`src/rtl/uart_tx_pkg.sv`:
```
// Shared definitions for the UART transmit path: frame FSM state encoding
// and the fixed line levels of the start, stop and idle bits.
package uart_tx_pkg;

  typedef enum logic [2:0] {
    IDLE   = 3'd0,
    START  = 3'd1,
    DATA   = 3'd2,
    PARITY = 3'd3,
    STOP   = 3'd4
  } tx_state_e;

  localparam logic IDLE_LEVEL  = 1'b1;
  localparam logic START_LEVEL = 1'b0;
  localparam logic STOP_LEVEL  = 1'b1;

endpackage

```
`src/rtl/uart_tx_serializer.sv`:
```
// Data shift register and bit counter of the UART transmit framer.
// Holds the latched word, shifts it right one bit per shift_en and flags the
// cycle in which the last data bit is on the line (ser_done).
module uart_tx_serializer
  import uart_tx_pkg::*;
#(
  parameter int unsigned WIDTH = 8
) (
  input  logic             CLK,
  input  logic             RST,
  input  logic             load,
  input  logic             shift_en,
  input  logic [WIDTH-1:0] load_data,
  output logic             lsb,
  output logic             next_lsb,
  output logic             ser_done
);

  localparam int unsigned CntW = $clog2(WIDTH);
  localparam logic [CntW-1:0] CntMax = CntW'(WIDTH - 1);

  logic [WIDTH-1:0] shreg_q;
  logic [CntW-1:0]  cnt_q;

  // Load on accept, otherwise shift and count; counter wraps to 0 after the last bit
  always_ff @(posedge CLK) begin
    if (!RST) begin
      shreg_q <= '0;
      cnt_q   <= '0;
    end else if (load) begin
      shreg_q <= load_data;
      cnt_q   <= '0;
    end else if (shift_en) begin
      shreg_q <= {1'b0, shreg_q[WIDTH-1:1]};
      cnt_q   <= ser_done ? '0 : cnt_q + 1'b1;
    end
  end

  assign lsb      = shreg_q[0];
  // Bit that becomes the LSB after this cycle's shift; feeds the registered line
  assign next_lsb = shreg_q[1];
  assign ser_done = (cnt_q == CntMax);

endmodule

```
`src/rtl/uart_tx_frame.sv`:
```
// UART transmit framing stage: start bit, WIDTH data bits LSB-first, optional
// parity bit and stop bit, one bit per CLK. TX_OUT and BUSY are registered,
// so both are computed from the next state.
// Build option: define UART_TX_TWO_STOP_EN for two stop bits per frame.
module uart_tx_frame
  import uart_tx_pkg::*;
#(
  parameter int unsigned WIDTH = 8
) (
  input  logic             CLK,
  input  logic             RST,
  input  logic [WIDTH-1:0] P_DATA,
  input  logic             DATA_VALID,
  input  logic             PAR_EN,
  input  logic             PAR_BIT,
  output logic             TX_OUT,
  output logic             BUSY
);

  tx_state_e state_q, state_d;
  logic      par_q, par_d;
  logic      tx_q, tx_d;
  logic      busy_q, busy_d;
  logic      load, shift_en;
  logic      lsb, next_lsb, ser_done;
  logic      stop_last;

  uart_tx_serializer #(
    .WIDTH(WIDTH)
  ) u_serializer (
    .CLK      (CLK),
    .RST      (RST),
    .load     (load),
    .shift_en (shift_en),
    .load_data(P_DATA),
    .lsb      (lsb),
    .next_lsb (next_lsb),
    .ser_done (ser_done)
  );

`ifdef UART_TX_TWO_STOP_EN
  logic stop_cnt_q, stop_cnt_d;

  // Counts the two stop cycles; only the second one is an accept window
  always_ff @(posedge CLK) begin
    if (!RST) begin
      stop_cnt_q <= 1'b0;
    end else begin
      stop_cnt_q <= stop_cnt_d;
    end
  end

  assign stop_last = stop_cnt_q;
`else
  assign stop_last = 1'b1;
`endif

  // Frame state, latched parity enable and registered line outputs
  always_ff @(posedge CLK) begin
    if (!RST) begin
      state_q <= IDLE;
      par_q   <= 1'b0;
      tx_q    <= IDLE_LEVEL;
      busy_q  <= 1'b0;
    end else begin
      state_q <= state_d;
      par_q   <= par_d;
      tx_q    <= tx_d;
      busy_q  <= busy_d;
    end
  end

  // Next state, serializer control and the line level for the next cycle
  always_comb begin
    state_d  = state_q;
    par_d    = par_q;
    tx_d     = IDLE_LEVEL;
    load     = 1'b0;
    shift_en = 1'b0;
`ifdef UART_TX_TWO_STOP_EN
    stop_cnt_d = 1'b0;
`endif
    unique case (state_q)
      IDLE: begin
        if (DATA_VALID) begin
          state_d = START;
          load    = 1'b1;
          par_d   = PAR_EN;
          tx_d    = START_LEVEL;
        end else begin
          tx_d = IDLE_LEVEL;
        end
      end
      START: begin
        state_d = DATA;
        tx_d    = lsb;
      end
      DATA: begin
        shift_en = 1'b1;
        if (ser_done) begin
          if (par_q) begin
            state_d = PARITY;
            tx_d    = PAR_BIT;
          end else begin
            state_d = STOP;
            tx_d    = STOP_LEVEL;
          end
        end else begin
          tx_d = next_lsb;
        end
      end
      PARITY: begin
        state_d = STOP;
        tx_d    = STOP_LEVEL;
      end
      STOP: begin
        if (!stop_last) begin
          state_d = STOP;
          tx_d    = STOP_LEVEL;
`ifdef UART_TX_TWO_STOP_EN
          stop_cnt_d = 1'b1;
`endif
        end else if (DATA_VALID) begin
          // Back-to-back frame: start bit follows the stop bit directly
          state_d = START;
          load    = 1'b1;
          par_d   = PAR_EN;
          tx_d    = START_LEVEL;
        end else begin
          state_d = IDLE;
          tx_d    = IDLE_LEVEL;
        end
      end
      default: begin
        state_d = IDLE;
        tx_d    = IDLE_LEVEL;
      end
    endcase
    busy_d = (state_d != IDLE);
  end

  assign TX_OUT = tx_q;
  assign BUSY   = busy_q;

endmodule

```
`config.mk`:
```
export PLATFORM = sky130hd
export DESIGN_NAME = uart_tx_frame
export DESIGN_NICKNAME = d
export VERILOG_FILES = /design/src/rtl/uart_tx_pkg.sv /design/src/rtl/uart_tx_serializer.sv /design/src/rtl/uart_tx_frame.sv
export SDC_FILE = /design/constraint.sdc
export NUM_CORES = 1
export LEC_CHECK = 0
export ABC_AREA = 1
export CAP_MARGIN = 25
export CORE_MARGIN = 1.5
export CORE_UTILIZATION = 30
export CTS_BUF_LIST = sky130_fd_sc_hd__clkbuf_8
export CTS_CLUSTER_DIAMETER = 50
export DETAILED_ROUTE_END_ITERATION = 10
export DONT_BUFFER_PORTS = 1
export GPL_ROUTABILITY_DRIVEN = 0
export RECOVER_POWER = 25
export SLEW_MARGIN = 0
export SYNTH_ARGS = -nofsm -noshare
export SYNTH_HDL_FRONTEND = slang
export SYNTH_HIERARCHICAL = 1
export SYNTH_SLANG_ARGS = --single-unit
```
`constraint.sdc`:
```
create_clock -name CLK -period 1.65 [get_ports CLK]
set_clock_uncertainty 0.1 [all_clocks]
set_input_delay 0.33 -clock CLK [delete_from_list [all_inputs] [get_ports CLK]]
set_output_delay 0.33 -clock CLK [all_outputs]
set_load 0.005 [all_outputs]
```
==> results of run 1 <==
-- cell type report --
cell class / instances / area, um2
clock buffer: 3 / 41.3
tap: 30 / 37.5
inverter: 19 / 71.3
timing repair buffer: 2 / 15.0
fill: 279 / 1640
clock inverter: 1 / 3.75
multi-input combinational: 84 / 394
sequential: 17 / 340
-- synthesized netlist by cell type, drive strengths merged --
library cell / number / area share (%)
buf: 2 / 2.7
dfxtp: 17 / 41
nand2: 47 / 22
or2: 1 / 0.76
o211ai: 1 / 0.91
a211oi: 1 / 0.91
a21oi: 9 / 5.4
inv: 19 / 8.6
nor2: 9 / 5.3
ha: 2 / 3.0
nand3: 12 / 7.9
nor3: 1 / 0.60
o21ai: 1 / 0.60
-- metrics by stage --
step	utilization (%)	cell area, um2	std cells
after floorplan	-	828	122
after global placement	33.7	858	152
after detailed placement	33.7	858	152
after CTS	35.5	903	156
after global routing	35.5	903	156
final	35.5	903	156
-- report_power, final --
| group | switching [mW] | total, mW | internal, mW |
|---|---|---|---|
| Clock | 0.136 | 0.301 | 0.165 |
| Combinational | 0.0742 | 0.118 | 0.0435 |
| Sequential | 0.0201 | 0.460 | 0.440 |
| Total | 0.230 | 0.879 | 0.648 |
-- critical path, cell delays in order, from the launching register on --
cell	delay [ps]
dfxtp_1	420
nand2_2	90
nor2_2	280
buf_4	200
nand2_2	40
nand2_1	50
nand2_1	50
a21oi_1	110
-- registers in the layout, summed over array words and instances, names as in the netlist --
| register | cells |
|---|---|
| u_serializer/shreg_q | 8 |
| state_q | 3 |
| BUSY | 1 |
| par_q | 1 |
| u_serializer/cnt_q | 3 |
| TX_OUT | 1 |
-- per-layer routing --
metal | up-vias | wire length (um) | global-route usage (%)
met4 | 0 | 8 | 5.23
met1 | 312 | 790 | 14.7
li1 | 383 | - | -
met3 | 2 | 93 | 5.39
met5 | - | 0 | 0
met2 | 19 | 695 | 17.3
-- cells by family (layout without fill, tap and decap cells) --
| logic type | after synthesis | in the layout | synth area share [%] |
|---|---|---|---|
| and+or+nand+nor | 70 | 70 | 36.7 |
| DFF | 17 | 17 | 41.1 |
| adders and majority gates | 2 | 2 | 3.02 |
| buffers and inverters | 21 | 25 | 11.3 |
| AOI/OAI and AO/OA | 12 | 12 | 7.85 |
-- path summary, 6_finish.rpt --
check                                          start                                   end  slack (ps)  depth (start not counted)
setup / recovery               state_q[1]$_SDFF_PN0_  u_serializer/shreg_q[1]$_SDFFE_PN0P_         240                          7
hold / removal                                   RST  u_serializer/shreg_q[0]$_SDFFE_PN0P_          80                          2
setup reg to reg               state_q[1]$_SDFF_PN0_  u_serializer/shreg_q[1]$_SDFFE_PN0P_         240                          7
hold reg to reg   u_serializer/cnt_q[1]$_SDFFE_PP0P_    u_serializer/cnt_q[1]$_SDFFE_PP0P_         370                          2
==> summary.md, run 1 <==
| Metric | Value |
|---|---|
| Crit path kind | `flip-flop to flip-flop` |
| Final setup fails | `0` |
| Synth cell types | `18` |
| Power per Cell Area | `around 1000 nW/um2` |
| CP Max Fanout | `7` |
| Post-synthesis cell area | `about 830 um2` |
| Avg Vias per Cell | `approximately 4.6` |
| Max-Cap Viols | `0` |
| Critical path launch point type | `flip-flop` |
| CTS tree | `yes` |
| Worst Path Required | `1730 ps` |
| Pins over their slew limit | `0` |
| Detailed Place HPWL | `about 1200 um` |
| Peak Freq | `a little over 0.7 GHz` |
| Post-layout min period | `~1400 ps` |
| CP arrival | `1490 ps` |
| Post-route ant nets | `0` |
| CORE AREA | `roughly 2500 um2` |
| Initial DRC Count | `22` |
| Highest-count cells in the layout ignoring fill and taps | `nand2_1 (44), dfxtp_1 (17), inv_1 (16), nand3_1 (11), a21oi_1 (9)` |
| Leak | `0.455 nW` |
| Largest net degree at the start of global routing | `12` |
| Vias in the first global route | `between 600 and 700` |
| Avg Inst Size Synth | `a little under 7 um2` |
| IO Port Bufs | `0` |
| Slew margin rel. | `between 70 and 80%` |
| Mapped Nets | `between 100 and 150` |
| Cells after synthesis | `approximately 120` |
| Final Hold Vio Count | `0` |
| Inserted Clock Buffers | `3` |
| Site Rows | `18` |
| Die width | `55.5 um` |
| Wirelength per Cell | `a little over 10 um` |
| Post-cts sizing count | `0` |
| Worst slack at placement | `250 ps` |
| IO Pins | `15` |
| DR vias | `a little over 700` |
| Power Total | `between 0.8 and 0.9 mW` |
| Vertical die dimension | `roughly 56 um` |
| RSZ-0062 raised after global routing | `false` |
| Post-synthesis sequential area ratio | `41.1%` |
| Clock buffer depth | `2` |
| Commonest non-fill, non-tap cell in the layout | `nand2_1` |
| Post-CTS Hold Buffers | `0` |
| Final worst setup slack | `approximately 240 ps` |
| Area growth syn-to-layout | `9.06%` |
| Initial Util | `about 33%` |
| Final setup TNS | `0 ps` |
| WL final | `between 1500 and 2000 um` |
| Total gr overflow | `0` |
| Router iterations before antenna repair | `4` |
| Number of remaining DRC errors | `0` |
| Setup Buffers After CTS | `0` |
| Overall routing resource usage | `a little under an eighth` |
| Hold slack | `81.0 ps` |
| Inserted Diodes | `0` |
| Sink Count | `17` |
| Global-route wire length before repair | `2860 um` |
| CP endpoint kind | `flip-flop` |
| Worst slew pin tran | `roughly 330 ps` |
| Die ar. | `~3100 um2` |
| # H-tree levels | `1` |
| Layout cells sized above 1 | `~13%` |
| HP Class | `primary input to flip-flop` |
| Worst-path clk slew | `roughly 60 ps` |
| CTS root buffer | `clkbuf_8` |
| Tcrit/Tclk final | `around 85%` |
| Max IR drop VDD | `0.000604 V` |
| Nets | `between 100 and 150` |
| Ys Warns | `6` |
| Status | `finished, final reports clean` |
| Initial antenna violation count | `0` |
| #FFs+latches synth | `17` |
| Worst skew pair latency | `roughly 250 ps` |
Note: power is estimated with default switching activity, not from simulation.
==> run 2, diff against run 1 <==
CORE_UTILIZATION = 45   (was 30)
PLACE_DENSITY_LB_ADDON = 0.3   (was unset)
==> summary.md, run 2 (same netlist as run 1, synthesis figures left out) <==
| Metric | Value |
|---|---|
| Post-cts sizing count | `0` |
| Global-route wire length before repair | `roughly 2500 um` |
| Final setup fails | `0` |
| Critical path launch point type | `flip-flop` |
| Pins over their slew limit | `0` |
| Post-CTS Hold Buffers | `0` |
| Crit path largest cell delay | `approximately 430 ps` |
| Final setup TNS | `0 ps` |
| CP Max Fanout | `7` |
| Hold slack | `66.1 ps` |
| Multi-input gate area | `394 um2` |
| IO Port Bufs | `0` |
| Worst-path clk slew | `70 ps` |
| Area growth syn-to-layout | `8.46%` |
| M3 GR Usage | `approximately 7.9%` |
| Site Rows | `15` |
| Met1 Use GR | `22.5%` |
| Fillcell total | `180` |
| Commonest non-fill, non-tap cell in the layout | `nand2_1` |
| Initial DRC Count | `18` |
| Max-Cap Viols | `0` |
| Clock buffer depth | `2` |
| Reg with most FFs | `u_serializer/shreg_q` |
| Initial Util | `a little under half` |
| CTS tree | `yes` |
| Worst skew pair latency | `260 ps` |
| CP arrival | `between 1000 and 1500 ps` |
| Inserted Diodes | `0` |
| Peak Freq | `between 0.7 and 0.8 GHz` |
| CTS root buffer | `clkbuf_8` |
| Initial antenna violation count | `0` |
| Wirelength per Cell | `10.4 um` |
| Final Cell Area | `roughly 900 um2` |
| Worst slew pin tran | `~330 ps` |
| Detailed Place HPWL | `1110 um` |
| Overall routing resource usage | `between 15 and 20%` |
| Max IR drop VDD | `a little over 0.0007 V` |
| CP max stage cell | `dfxtp_1` |
| Vias in the first global route | `600` |
| Tcrit/Tclk final | `between 80% and 90%` |
| Final Hold Vio Count | `0` |
| CORE AREA | `~1700 um2` |
| IO Pins | `15` |
| Post-layout util | `52.0%` |
| Status | `finished, final reports clean` |
| # H-tree levels | `1` |
| Highest-count cells in the layout ignoring fill and taps | `nand2_1 (44), dfxtp_1 (17), inv_1 (15), nand3_1 (11), a21oi_1 (9)` |
| Die width | `45.9 um` |
| Setup Buffers After CTS | `0` |
| CP endpoint kind | `flip-flop` |
| Avg Vias per Cell | `approximately 4.8` |
| Slew margin rel. | `77.8%` |
| Vertical die dimension | `roughly 46 um` |
| Met2 usage | `25.3%` |
| FF/Latch Area | `340 um2` |
| HP Class | `primary input to flip-flop` |
| Top Family by Delay on Critical Path | `simple AND/OR/NAND/NOR gates` |
| Router iterations before antenna repair | `4` |
| Nets | `142` |
| Inserted Clock Buffers | `3` |
| Reg2reg setup slack | `240 ps` |
| Gr busiest metal | `met2` |
| Crit-path cells | `nand2_2 -> nor2_2 -> buf_4 -> nand2_2 -> nand2_1 -> nand2_1 -> a21oi_1` |
| Crit path buf inv count | `1` |
| Largest net degree at the start of global routing | `12` |
| Power per Cell Area | `~1000 nW/um2` |
| Power Total | `approximately 0.9 mW` |
| WL final | `1580 um` |
| Die ar. | `roughly 2100 um2` |
| Placed Instance Area | `approximately 850 um2` |
| Leak | `approximately 0.45 nW` |
| Top Registers | `u_serializer/shreg_q: 8 flops, state_q: 3 flops, u_serializer/cnt_q: 3 flops` |
| Total gr overflow | `0` |
| Sink Count | `17` |
| RSZ-0062 raised after global routing | `false` |
| Layout cells sized above 1 | `between 10 and 15%` |
| Number of remaining DRC errors | `0` |
| DR vias | `around 730` |
| Worst Path Required | `about 1700 ps` |
| Post-route ant nets | `0` |
| Max reg flops | `8` |
| Post-layout min period | `between 1000 and 1500 ps` |
| Crit path kind | `flip-flop to flip-flop` |
## run 2: worst paths after layout
kind | start | to | depth (start not counted)
hold reg to reg | u_serializer/shreg_q[6]$_SDFFE_PN0P_ | u_serializer/shreg_q[6]$_SDFFE_PN0P_ | 2
setup reg to reg | state_q[1]$_SDFF_PN0_ | u_serializer/shreg_q[6]$_SDFFE_PN0P_ | 7
hold / removal | RST | u_serializer/shreg_q[3]$_SDFFE_PN0P_ | 2
setup / recovery | state_q[1]$_SDFF_PN0_ | u_serializer/shreg_q[6]$_SDFFE_PN0P_ | 7
## run 2: through the flow
stage | setup WS (ps) | std cells
after detailed placement | 246 | 147
final | 241 | 151
after global placement | 264 | 147
after floorplan | 315 | 122
after CTS | 234 | 151
after global routing | 131 | 151
## run 2: layout make-up
cell class              instances  area share (%)
multi-input cells              84            43.9
clock inverters                 1           0.557
repair buffers                  2            1.67
clock buffers                   3            4.60
flip-flops and latches         17            37.9
well taps                      25            3.48
inverters                      19            7.94
## run 2: per-layer routing
metal	wire [um]	vias up	part of all wire, %
met4	11	0	0.70
li1	-	383	-
met1	747	323	47
met5	0	-	0
met3	111	2	7.0
met2	705	24	45
## run 2: report_power, final
group	total (mW)	internal (mW)	switching (mW)
combinational	0.119	0.0435	0.0757
clock	0.320	0.168	0.152
sequential	0.459	0.439	0.0196
total	0.898	0.651	0.247
